--- src/rtl/dmem_pkg.sv ---
// Shared definitions for the data-memory stall bridge: funct3 encodings,
// bridge FSM states and byte-enable / alignment helpers.
package dmem_pkg;

  localparam logic [2:0] F3_B  = 3'b000;
  localparam logic [2:0] F3_H  = 3'b001;
  localparam logic [2:0] F3_W  = 3'b010;
  localparam logic [2:0] F3_BU = 3'b100;
  localparam logic [2:0] F3_HU = 3'b101;

  typedef enum logic [1:0] {IDLE, REQ, DONE} state_t;

  // Size comes from funct3[1:0]; reserved encodings act as word accesses.
  function automatic logic [3:0] be_gen(input logic [1:0] size, input logic [1:0] off);
    case (size)
      2'b00:   be_gen = 4'b0001 << off;
      2'b01:   be_gen = 4'b0011 << {off[1], 1'b0};
      default: be_gen = 4'b1111;
    endcase
  endfunction

  function automatic logic is_misaligned(input logic [1:0] size, input logic [1:0] off);
    case (size)
      2'b00:   is_misaligned = 1'b0;
      2'b01:   is_misaligned = off[0];
      default: is_misaligned = |off;
    endcase
  endfunction

endpackage

--- src/rtl/dmem_lane_align.sv ---
// Combinational lane steering: formats a bus read word into core load data
// and replicates store data across the byte lanes.
module dmem_lane_align
  import dmem_pkg::*;
(
  input  logic [2:0]  funct3,
  input  logic [1:0]  off,
  input  logic [31:0] rword,
  input  logic [31:0] wdata,
  output logic [31:0] load_data,
  output logic [31:0] store_data
);

  logic [7:0]  byte_v;
  logic [15:0] half_v;

  always_comb begin
    byte_v = rword[{off, 3'b000} +: 8];
    half_v = rword[{off[1], 4'b0000} +: 16];
    case (funct3)
      F3_B:    load_data = {{24{byte_v[7]}}, byte_v};
      F3_BU:   load_data = {24'h000000, byte_v};
      F3_H:    load_data = {{16{half_v[15]}}, half_v};
      F3_HU:   load_data = {16'h0000, half_v};
      default: load_data = rword;
    endcase
  end

  always_comb begin
    case (funct3[1:0])
      2'b00:   store_data = {4{wdata[7:0]}};
      2'b01:   store_data = {2{wdata[15:0]}};
      default: store_data = wdata;
    endcase
  end

endmodule

--- src/rtl/dmem_stall_bridge.sv ---
// Converts single-cycle core loads/stores into req/ack bus beats, stalling the
// core until completion. Optional macro: DMEM_MISALIGN_TRAP_EN.
module dmem_stall_bridge
  import dmem_pkg::*;
#(
  parameter int TIMEOUT = 16,
  parameter int CNT_W   = 5
) (
  input  logic        CLK,
  input  logic        Reset,
  input  logic        MemRead,
  input  logic        MemWrite,
  input  logic [2:0]  Funct3,
  input  logic [31:0] Addr,
  input  logic [31:0] WriteData,
  output logic [31:0] ReadData,
  output logic        Stall,
  output logic        AccessFault,
  output logic        Misaligned,
  output logic        bus_req,
  output logic        bus_we,
  output logic [31:0] bus_addr,
  output logic [3:0]  bus_be,
  output logic [31:0] bus_wdata,
  input  logic        bus_ack,
  input  logic [31:0] bus_rdata
);

  localparam logic [CNT_W-1:0] LAST = CNT_W'(TIMEOUT - 1);

  state_t      state_q, state_d;
  logic        we_q, fault_q, mis_q;
  logic [31:0] addr_q, wdata_q, rdata_q;
  logic [3:0]  be_q;
  logic [2:0]  f3_q;
  logic [CNT_W-1:0] cnt_q;
  logic        pending, trap;
  logic [31:0] load_data;

  assign pending = MemRead | MemWrite;

`ifdef DMEM_MISALIGN_TRAP_EN
  assign trap = is_misaligned(Funct3[1:0], Addr[1:0]);
`else
  assign trap = 1'b0;
`endif

  dmem_lane_align u_align (
    .funct3     (f3_q),
    .off        (addr_q[1:0]),
    .rword      (bus_rdata),
    .wdata      (wdata_q),
    .load_data  (load_data),
    .store_data (bus_wdata)
  );

  always_ff @(posedge CLK or negedge Reset) begin
    if (!Reset) state_q <= IDLE;
    else        state_q <= state_d;
  end

  always_comb begin
    state_d = state_q;
    case (state_q)
      IDLE:    if (pending) state_d = trap ? DONE : REQ;
      REQ:     if (bus_ack || cnt_q == LAST) state_d = DONE;
      DONE:    state_d = IDLE;
      default: state_d = IDLE;
    endcase
  end

  always_ff @(posedge CLK or negedge Reset) begin
    if (!Reset) begin
      we_q    <= 1'b0;
      addr_q  <= '0;
      be_q    <= '0;
      wdata_q <= '0;
      f3_q    <= '0;
      cnt_q   <= '0;
      rdata_q <= '0;
      fault_q <= 1'b0;
      mis_q   <= 1'b0;
    end else begin
      case (state_q)
        IDLE: if (pending) begin
          we_q    <= MemWrite;
          addr_q  <= Addr;
          be_q    <= be_gen(Funct3[1:0], Addr[1:0]);
          wdata_q <= WriteData;
          f3_q    <= Funct3;
          cnt_q   <= '0;
          rdata_q <= '0;
          fault_q <= 1'b0;
          mis_q   <= trap;
        end
        REQ: begin
          // Ack wins over the watchdog on the final allowed cycle.
          if (bus_ack) begin
            rdata_q <= we_q ? '0 : load_data;
          end else if (cnt_q == LAST) begin
            rdata_q <= '0;
            fault_q <= 1'b1;
          end else begin
            cnt_q <= cnt_q + 1'b1;
          end
        end
        default: ;
      endcase
    end
  end

  assign Stall       = pending && (state_q != DONE);
  assign ReadData    = rdata_q;
  assign AccessFault = (state_q == DONE) && fault_q;
  assign Misaligned  = (state_q == DONE) && mis_q;
  assign bus_req     = (state_q == REQ);
  assign bus_we      = we_q;
  assign bus_addr    = {addr_q[31:2], 2'b00};
  assign bus_be      = be_q;

endmodule
--- config.mk ---
export PLATFORM = sky130hd
export DESIGN_NAME = dmem_stall_bridge
export DESIGN_NICKNAME = d
export VERILOG_FILES = /design/src/rtl/dmem_pkg.sv /design/src/rtl/dmem_lane_align.sv /design/src/rtl/dmem_stall_bridge.sv
export SDC_FILE = /design/constraint.sdc
export NUM_CORES = 1
export LEC_CHECK = 0
export BUFFER_PORTS_ARGS = -buffer_cell sky130_fd_sc_hd__clkbuf_2
export CAP_MARGIN = 20
export CORE_ASPECT_RATIO = 0.5
export CORE_MARGIN = 2
export CORE_UTILIZATION = 43
export CTS_CLUSTER_DIAMETER = 150
export CTS_CLUSTER_SIZE = 24
export DETAILED_ROUTE_END_ITERATION = 6
export PLACE_DENSITY = 0.73
export SETUP_SLACK_MARGIN = 0.02
export SLEW_MARGIN = 40
export SYNTH_ARGS = -nofsm -noshare
export SYNTH_HDL_FRONTEND = slang
export SYNTH_HIERARCHICAL = 1
export SYNTH_SLANG_ARGS = --single-unit
--- constraint.sdc ---
create_clock -name CLK -period 1.8 [get_ports CLK]
set_clock_uncertainty 0.05 [all_clocks]
set_input_delay 0 -clock CLK [delete_from_list [all_inputs] [get_ports CLK]]
set_output_delay 0 -clock CLK [all_outputs]
set_load 0.01 [all_outputs]
==> impl_metrics.csv, run 1 <==
group,metric,value,unit
run_status,status,"completed",
synth,ys_seq_area_frac,0.480,
synth,synthArstFlopShare,1.00,
place,dp_slack,-0.00312,ns
clocking,cts_max_level,3,
grt,grt_start_max_net_pins,40,
setup_path,cp.arrival,1.90,ns
grt,grt_pass1_vias,4767,
grt,grt_overflow,0,
sta,setup_violations,0,
setup_path,cpMaxStageDelayCell,"dfrtp_1",
setup_path,max_stage_delay,0.51,ns
layout,area_growth_syn_to_layout,37.6,%
setup_path,cp-start-kind,"flop",
detailed_routing,wl,15.3,mm
layout,layout.nets,827,
detailed_routing,vias,4667,
synth,synth_cell_types,49,
floorplan,initial_core_util,0.435,
synth,synthFlopType,"dfrtp_1",
setup_path,worst-setup-path-type,"flop to flop",
detailed_routing,first_pass_iters,4,
layout,antennaDiodeCount,0,
place,place_congestion,0.831,
setup_path,critPathMaxFanout,9,
min_path,min_delay_worst_endpoint,"ReadData[27]",
clocking,clock_latency,0.34,ns
sta,worst_pin_slew,0.541,ns
power,vdd_ir_drop_max,0.721,mV
setup_path,rr_endpoint,"ReadData[3]",
detailed_routing,vias_per_cell,5.18,
setup_path,rrSetupSlack,0.08,ns
min_path,hold_path.class,"input port to flop",
detailed_routing,wl_per_cell,16.9,um
min_path,min_path_cells,3,
clocking,clock-sinks,112,
detailed_routing,drt_drc_violations_left,0,
clocking,numCtsBuffers,9,
synth,syn_inst,468,
min_path,worstHoldStart,"bus_rdata[27]",
grt,grt_pass1_wl,24.0,mm
floorplan,rows,30,
setup_path,end_kind,"flop",
sta,hold_slack,0.0218,ns
setup_path,r2r_cells,4,
place,port_buffers,205,
synth,syn_avg_cell_area,12.5,um^2
sta,fin_ws,0.0789,ns
synth,syn-cell-area,5830,um^2
synth,synthTopCellsByArea,"dfrtp_1 48%, mux2_2 18%, buf_4 5.8%, a22o_1 4.7%, a2bb2oi_1 2.9%",
clocking,clock_tree.root_cell,"clkbuf_16",
power,leakage,3.91,nW
floorplan,core_area,13400,um^2
sta,setup_tns,0,ns
grt,grt_usage,0.209,
sta,layout_min_cycle_time,1.72,ns
synth,synth_seq_cells,112,
setup_path,path_cells,"buf_12, mux2_2, a221o_1, a22o_1",
clocking,clockBufferDepth,2,
floorplan,chipWidth,169,um
setup_path,required,1.98,ns
synth,synth_top_area_cell,"dfrtp_1",
grt,antenna_found_initial,0,
synth,yosys_warnings,6,
clocking,cts_tree,"done",
detailed_routing,ant_nets,0,
synth,ys_top_cells_by_count,"112 x dfrtp_1, 91 x mux2_2, 45 x buf_4",
sta,rsz0062_at_grt,"yes",
floorplan,pin_count,209,
layout,drive_above_1_share,0.512,
setup_path,r2r-start,"addr_q[1]",
synth,synth_edf_count,0,
sta,drv_slew,0,
sta,fmax,581,MHz
floorplan,dieArea,14600,um^2
place,dpl.hpwl,10.5,mm
detailed_routing,drt_iter0_drc,255,
sta,fin_crit_sh,0.956,
synth,synth_most_common_cell,"dfrtp_1",
sta,final_hold_viol_count,0,
floorplan,dieHeight,86.4,um
synth,yosysTopAreaCellShare,0.480,
power,p_per_area,1740,nW/um^2
clocking,clkTransAtPathRegs,0.08,ns
sta,max_slew_margin,0.639,
job,drv_cap,0,
-- sequential cells by signal, indices dropped and copies added (netlist names) --
| signal | flops |
|---|---|
| addr_q | 32 |
| fault_q | 1 |
| state_q | 2 |
| f3_q | 3 |
| wdata_q | 32 |
| ReadData | 32 |
| bus_we | 1 |
| bus_be | 4 |
| cnt_q | 5 |
-- power by group --
part           internal, mW  total, mW  leakage (nW)  switching, mW
combinational          3.89       7.46          2.38           3.57
sequential             3.68       4.53          1.38          0.850
clock                 0.987       1.97         0.147          0.982
-- how the worst max path moves through the flow --
stage                        endpoint  cells after the start      start
after floorplan              cnt_q[3]                      6   cnt_q[0]
after global placement       cnt_q[3]                      6   cnt_q[0]
after detailed placement     cnt_q[4]                      6   cnt_q[0]
after CTS                    cnt_q[1]                      6   cnt_q[0]
after global routing         cnt_q[3]                      6   cnt_q[0]
final                     ReadData[3]                      4  addr_q[1]
-- layer usage --
layer,up-vias,track usage,part of all wire
met5,-,0,0
met4,0,0.0619,0.016
met3,18,0.0434,0.045
met2,134,0.376,0.52
met1,2335,0.258,0.42
li1,2180,-,-
-- area by class of cell --
| cell class | instances | area (um^2) |
|---|---|---|
| clock buffer | 9 | 225 |
| clock inverter | 7 | 73.8 |
| sequential | 112 | 2810 |
| timing repair buffer | 309 | 2150 |
| inverter | 12 | 45.0 |
| tap | 176 | 220 |
| multi-input combinational | 276 | 2500 |
| fill | 1067 | 5380 |
-- per-stage QoR --
step	area (um^2)	std cells	util	power, mW
final	8020	901	0.599	14.0
after floorplan	5840	470	-	9.64
after detailed placement	6860	806	0.512	11.6
after global routing	8020	901	0.599	14.9
after CTS	7910	896	0.590	13.8
after global placement	6860	806	0.512	11.4
-- worst max-delay path, delay by kind of cell, from the launching register on --
| kind | cells | cell delay (ns) |
|---|---|---|
| muxes | 1 | 0.35 |
| AOI/OAI and AO/OA | 2 | 0.54 |
| DFF | 1 | 0.51 |
| buffers and inverters | 1 | 0.17 |
-- cell families (layout without fill, tap and decap cells) --
logic type	Yosys count	in the layout	share of synthesized area
DFF	112	112	0.480
AOI/OAI and AO/OA	109	109	0.152
muxes	107	107	0.205
buffers and inverters	82	337	0.103
and+or+nand+nor	54	54	0.0523
adders and majority gates	3	3	0.00644
other	1	3	0.000643
-- placed cells by master, fill, tap and decap left out, types with 2 or more instances in the layout --
master         Yosys  layout
nand2b_1           3       3
o221ai_1           9       9
clkbuf_2           0     202
inv_2              2       2
o21ai_0           18      18
buf_12             0      12
nand2_1           19      19
inv_8              0       2
a22o_2             2       2
inv_6              0       2
a221o_1            2       2
mux2_4             2       3
dfrtp_1          112     110
nor2_1             9       7
o221ai_2           2       2
a22oi_1           10      10
buf_6             13       2
a21oi_1            7       6
dlygate4sd3_1      0      73
dfrtp_2            0       2
clkinv_4           0       2
nor2_2             1       2
nor2b_1            3       3
a2bb2oi_1         19      18
clkbuf_16          0       9
inv_1             10      10
mux2_2            91      90
nand3_1            5       5
nor3b_2            1       2
conb_1             1       3
buf_4             45      20
a22o_1            31      31
mux2i_1           14      14
-- repair_timing --
action / CTS / global route
pin swaps: 0 / 5
endpoints found under the hold margin: 128 / 1
resized for setup: 4 / 19
endpoints found under the setup margin: 27 / 46
hold buffers: 72 / 1
setup buffers: 2 / 4
Power figures use the tool's default switching activity.
==> inputs of run 2 (changes only) <==
Settings changed: PLACE_DENSITY 0.73 to 0.74, SYNTH_HIERARCHICAL 1 to unset.
==> run 2 against run 1 <==
The flow now finishes with violations (negative setup slack). Wire length is 4.9% higher. Count of clock-buffer cells in the layout rose by 1. Sequential power is 4% lower. Critical path depth grew 3. Maximum frequency is 8.9% lower. Worst setup slack worse by 0.17 ns. Final cell count increased by 3.6%. Synthesized cell count rose by 4.9%. Sequential share of layout area about the same. Sequential cell count is the same. Utilization up 3.0 points. Critical path type unchanged. Highest routed layer unchanged.
==> impl_metrics.csv, run 2 <==
group,metric,value,unit
detailed_routing,first_pass_iters,5,
min_path,hold_path.class,"input port to flop",
run_status,violations,"negative setup slack",
detailed_routing,drt_iter0_drc,292,
detailed_routing,drt_drc_violations_left,0,
grt,grt_pass1_wl,25.6,mm
detailed_routing,wl_per_cell,17.2,um
setup_path,rrSetupSlack,-0.09,ns
power,leakage,3.89,nW
sta,max_slew_margin,0.534,
grt,grt_pass1_vias,5082,
synth,syn_avg_cell_area,11.5,um^2
job,drv_cap,0,
layout,fillers,1006,
synth,ys_seq_area_frac,0.497,
detailed_routing,ant_nets,0,
floorplan,chipWidth,166,um
layout,area_growth_syn_to_layout,42.1,%
clocking,clockBufferDepth,2,
sta,fin_ws,-0.0882,ns
clocking,clkTransAtPathRegs,0.07,ns
synth,yosys_warnings,0,
setup_path,cp.arrival,2.07,ns
synth,yosysTopAreaCellShare,0.497,
clocking,clock_tree.root_cell,"clkbuf_16",
sta,fin_crit_sh,1.05,
setup_path,worst-setup-path-type,"flop to flop",
detailed_routing,wl,16.0,mm
detailed_routing,vias,4818,
setup_path,critPathMaxFanout,27,
detailed_routing,vias_per_cell,5.16,
sta,hold_slack,0.0182,ns
synth,synthFlopType,"dfrtp_1",
synth,synth_most_common_cell,"dfrtp_1",
synth,synth_top_area_cell,"dfrtp_1",
synth,synthTopCellsByArea,"dfrtp_1 50%, mux2_2 15%, buf_4 5.5%, nand2_1 3.9%, mux4_2 3.2%",
sta,setup_violations,23,
place,port_buffers,205,
grt,grt_overflow,0,
place,dpl.hpwl,10.9,mm
floorplan,dieHeight,85.0,um
grt,grt_start_max_net_pins,43,
power,vdd_ir_drop_max,0.792,mV
synth,ys_top_cells_by_count,"112 x dfrtp_1, 74 x mux2_2, 58 x nand2_1",
clocking,cts_max_level,3,
floorplan,pin_count,209,
layout,drive_above_1_share,0.472,
clocking,clock-sinks,112,
setup_path,required,1.98,ns
clocking,cts_tree,"done",
layout,final_cells,933,
grt,grt_usage,0.228,
sta,drv_slew,0,
layout,final_cell_mix,"204 x clkbuf_2, 111 x dfrtp_1, 93 x dlygate4sd3_1",
layout,layout.nets,864,
synth,synth_cell_types,47,
layout,antennaDiodeCount,0,
synth,synth_edf_count,0,
floorplan,core_area,12700,um^2
sta,rsz0062_at_grt,"yes",
synth,synth_seq_cells,112,
power,p_per_area,1610,nW/um^2
setup_path,cp-start-kind,"flop",
synth,syn-cell-area,5640,um^2
place,place_congestion,0.843,
run_status,status,"finished with violations",
clocking,numCtsBuffers,9,
clocking,clock_latency,0.35,ns
layout,post-route-util,0.629,
sta,setup_tns,-1.37,ns
floorplan,initial_core_util,0.443,
floorplan,rows,29,
sta,fmax,530,MHz
grt,antenna_found_initial,0,
sta,layout_min_cycle_time,1.89,ns
synth,syn_inst,491,
synth,synthArstFlopShare,1.00,
floorplan,dieArea,14100,um^2
sta,worst_pin_slew,0.699,ns
layout,mostFrequentLayoutCell,"clkbuf_2",
setup_path,end_kind,"flop",
sta,final_hold_viol_count,0,
place,dp_cells,821,
==> run 2: through the flow <==
stage / instance area [um^2] / setup slack, ns / total power [mW]
global placement: 6720 / -0.0592 / 10.4
finish: 8010 / -0.0882 / 12.9
CTS: 7980 / -0.0777 / 12.9
global route: 8010 / -0.155 / 13.8
floorplan: 5690 / -0.0673 / 8.70
detailed placement: 6730 / -0.115 / 10.6
==> run 2: metal layers <==
layer,vias up,GRT usage,wire length [um]
met3,23,0.0443,903
met1,2386,0.284,6610
met5,-,0,0
met4,0,0.0632,235
met2,167,0.410,8270
li1,2242,-,-
==> run 2: final cells by class <==
| type | instances | area, um^2 | share of cell area |
|---|---|---|---|
| tap | 170 | 213 | 0.0266 |
| inverter | 15 | 56.3 | 0.00703 |
| multi-input combinational | 294 | 2390 | 0.298 |
| clock buffer | 10 | 229 | 0.0286 |
| timing repair buffer | 326 | 2250 | 0.281 |
| clock inverter | 6 | 68.8 | 0.00859 |
| sequential | 112 | 2800 | 0.350 |
==> run 2: power by group <==
group          switching [mW]  internal [mW]  total (mW)  leakage [nW]
clock network           0.943           1.09        2.03         0.143
logic                    3.34           3.21        6.54          2.36
registers               0.736           3.62        4.35          1.39
==> run 2: path summary, 6_finish.rpt <==
| kind | from | endpoint | cells after the start |
|---|---|---|---|
| max reg2reg | cnt_q[1] | ReadData[22] | 7 |
| min | bus_rdata[7] | ReadData[7] | 4 |
| max | cnt_q[1] | ReadData[22] | 7 |
| min reg2reg | cnt_q[4] | cnt_q[4] | 2 |
| min in group asynchronous | Reset | addr_q[23] | 2 |
| max in group asynchronous | Reset | addr_q[18] | 3 |
==> run 2: worst max-delay path: stages (launching register included) <==
cell and delay (ns):
dfrtp_1 0.36, ha_2 0.18, and3_4 0.18, ha_4 0.15, nor2_2 0.04, a211o_1 0.29, buf_12 0.17, a221o_2 0.33
==> run 2: cells by family (layout without fill, tap and decap cells) <==
family / after synthesis / after routing / share of synthesized area
compound gates: 99 / 99 / 0.130
flops: 112 / 112 / 0.497
buf+inv: 88 / 357 / 0.0923
fa+ha+maj: 2 / 2 / 0.00444
simple gates: 98 / 99 / 0.0803
other cells: 1 / 3 / 0.000665
xor+xnor: 1 / 1 / 0.00155
mux: 90 / 90 / 0.194
==> run 2: what timing repair did <==
item / in CTS / in global routing
endpoints found under the hold margin: 139 / 0
setup buffers: 1 / 1
hold buffers: 93 / 0
gates resized for setup: 6 / 7
pin swaps: 1 / 1
cloned: 0 / 1
endpoints found under the setup margin: 37 / 49
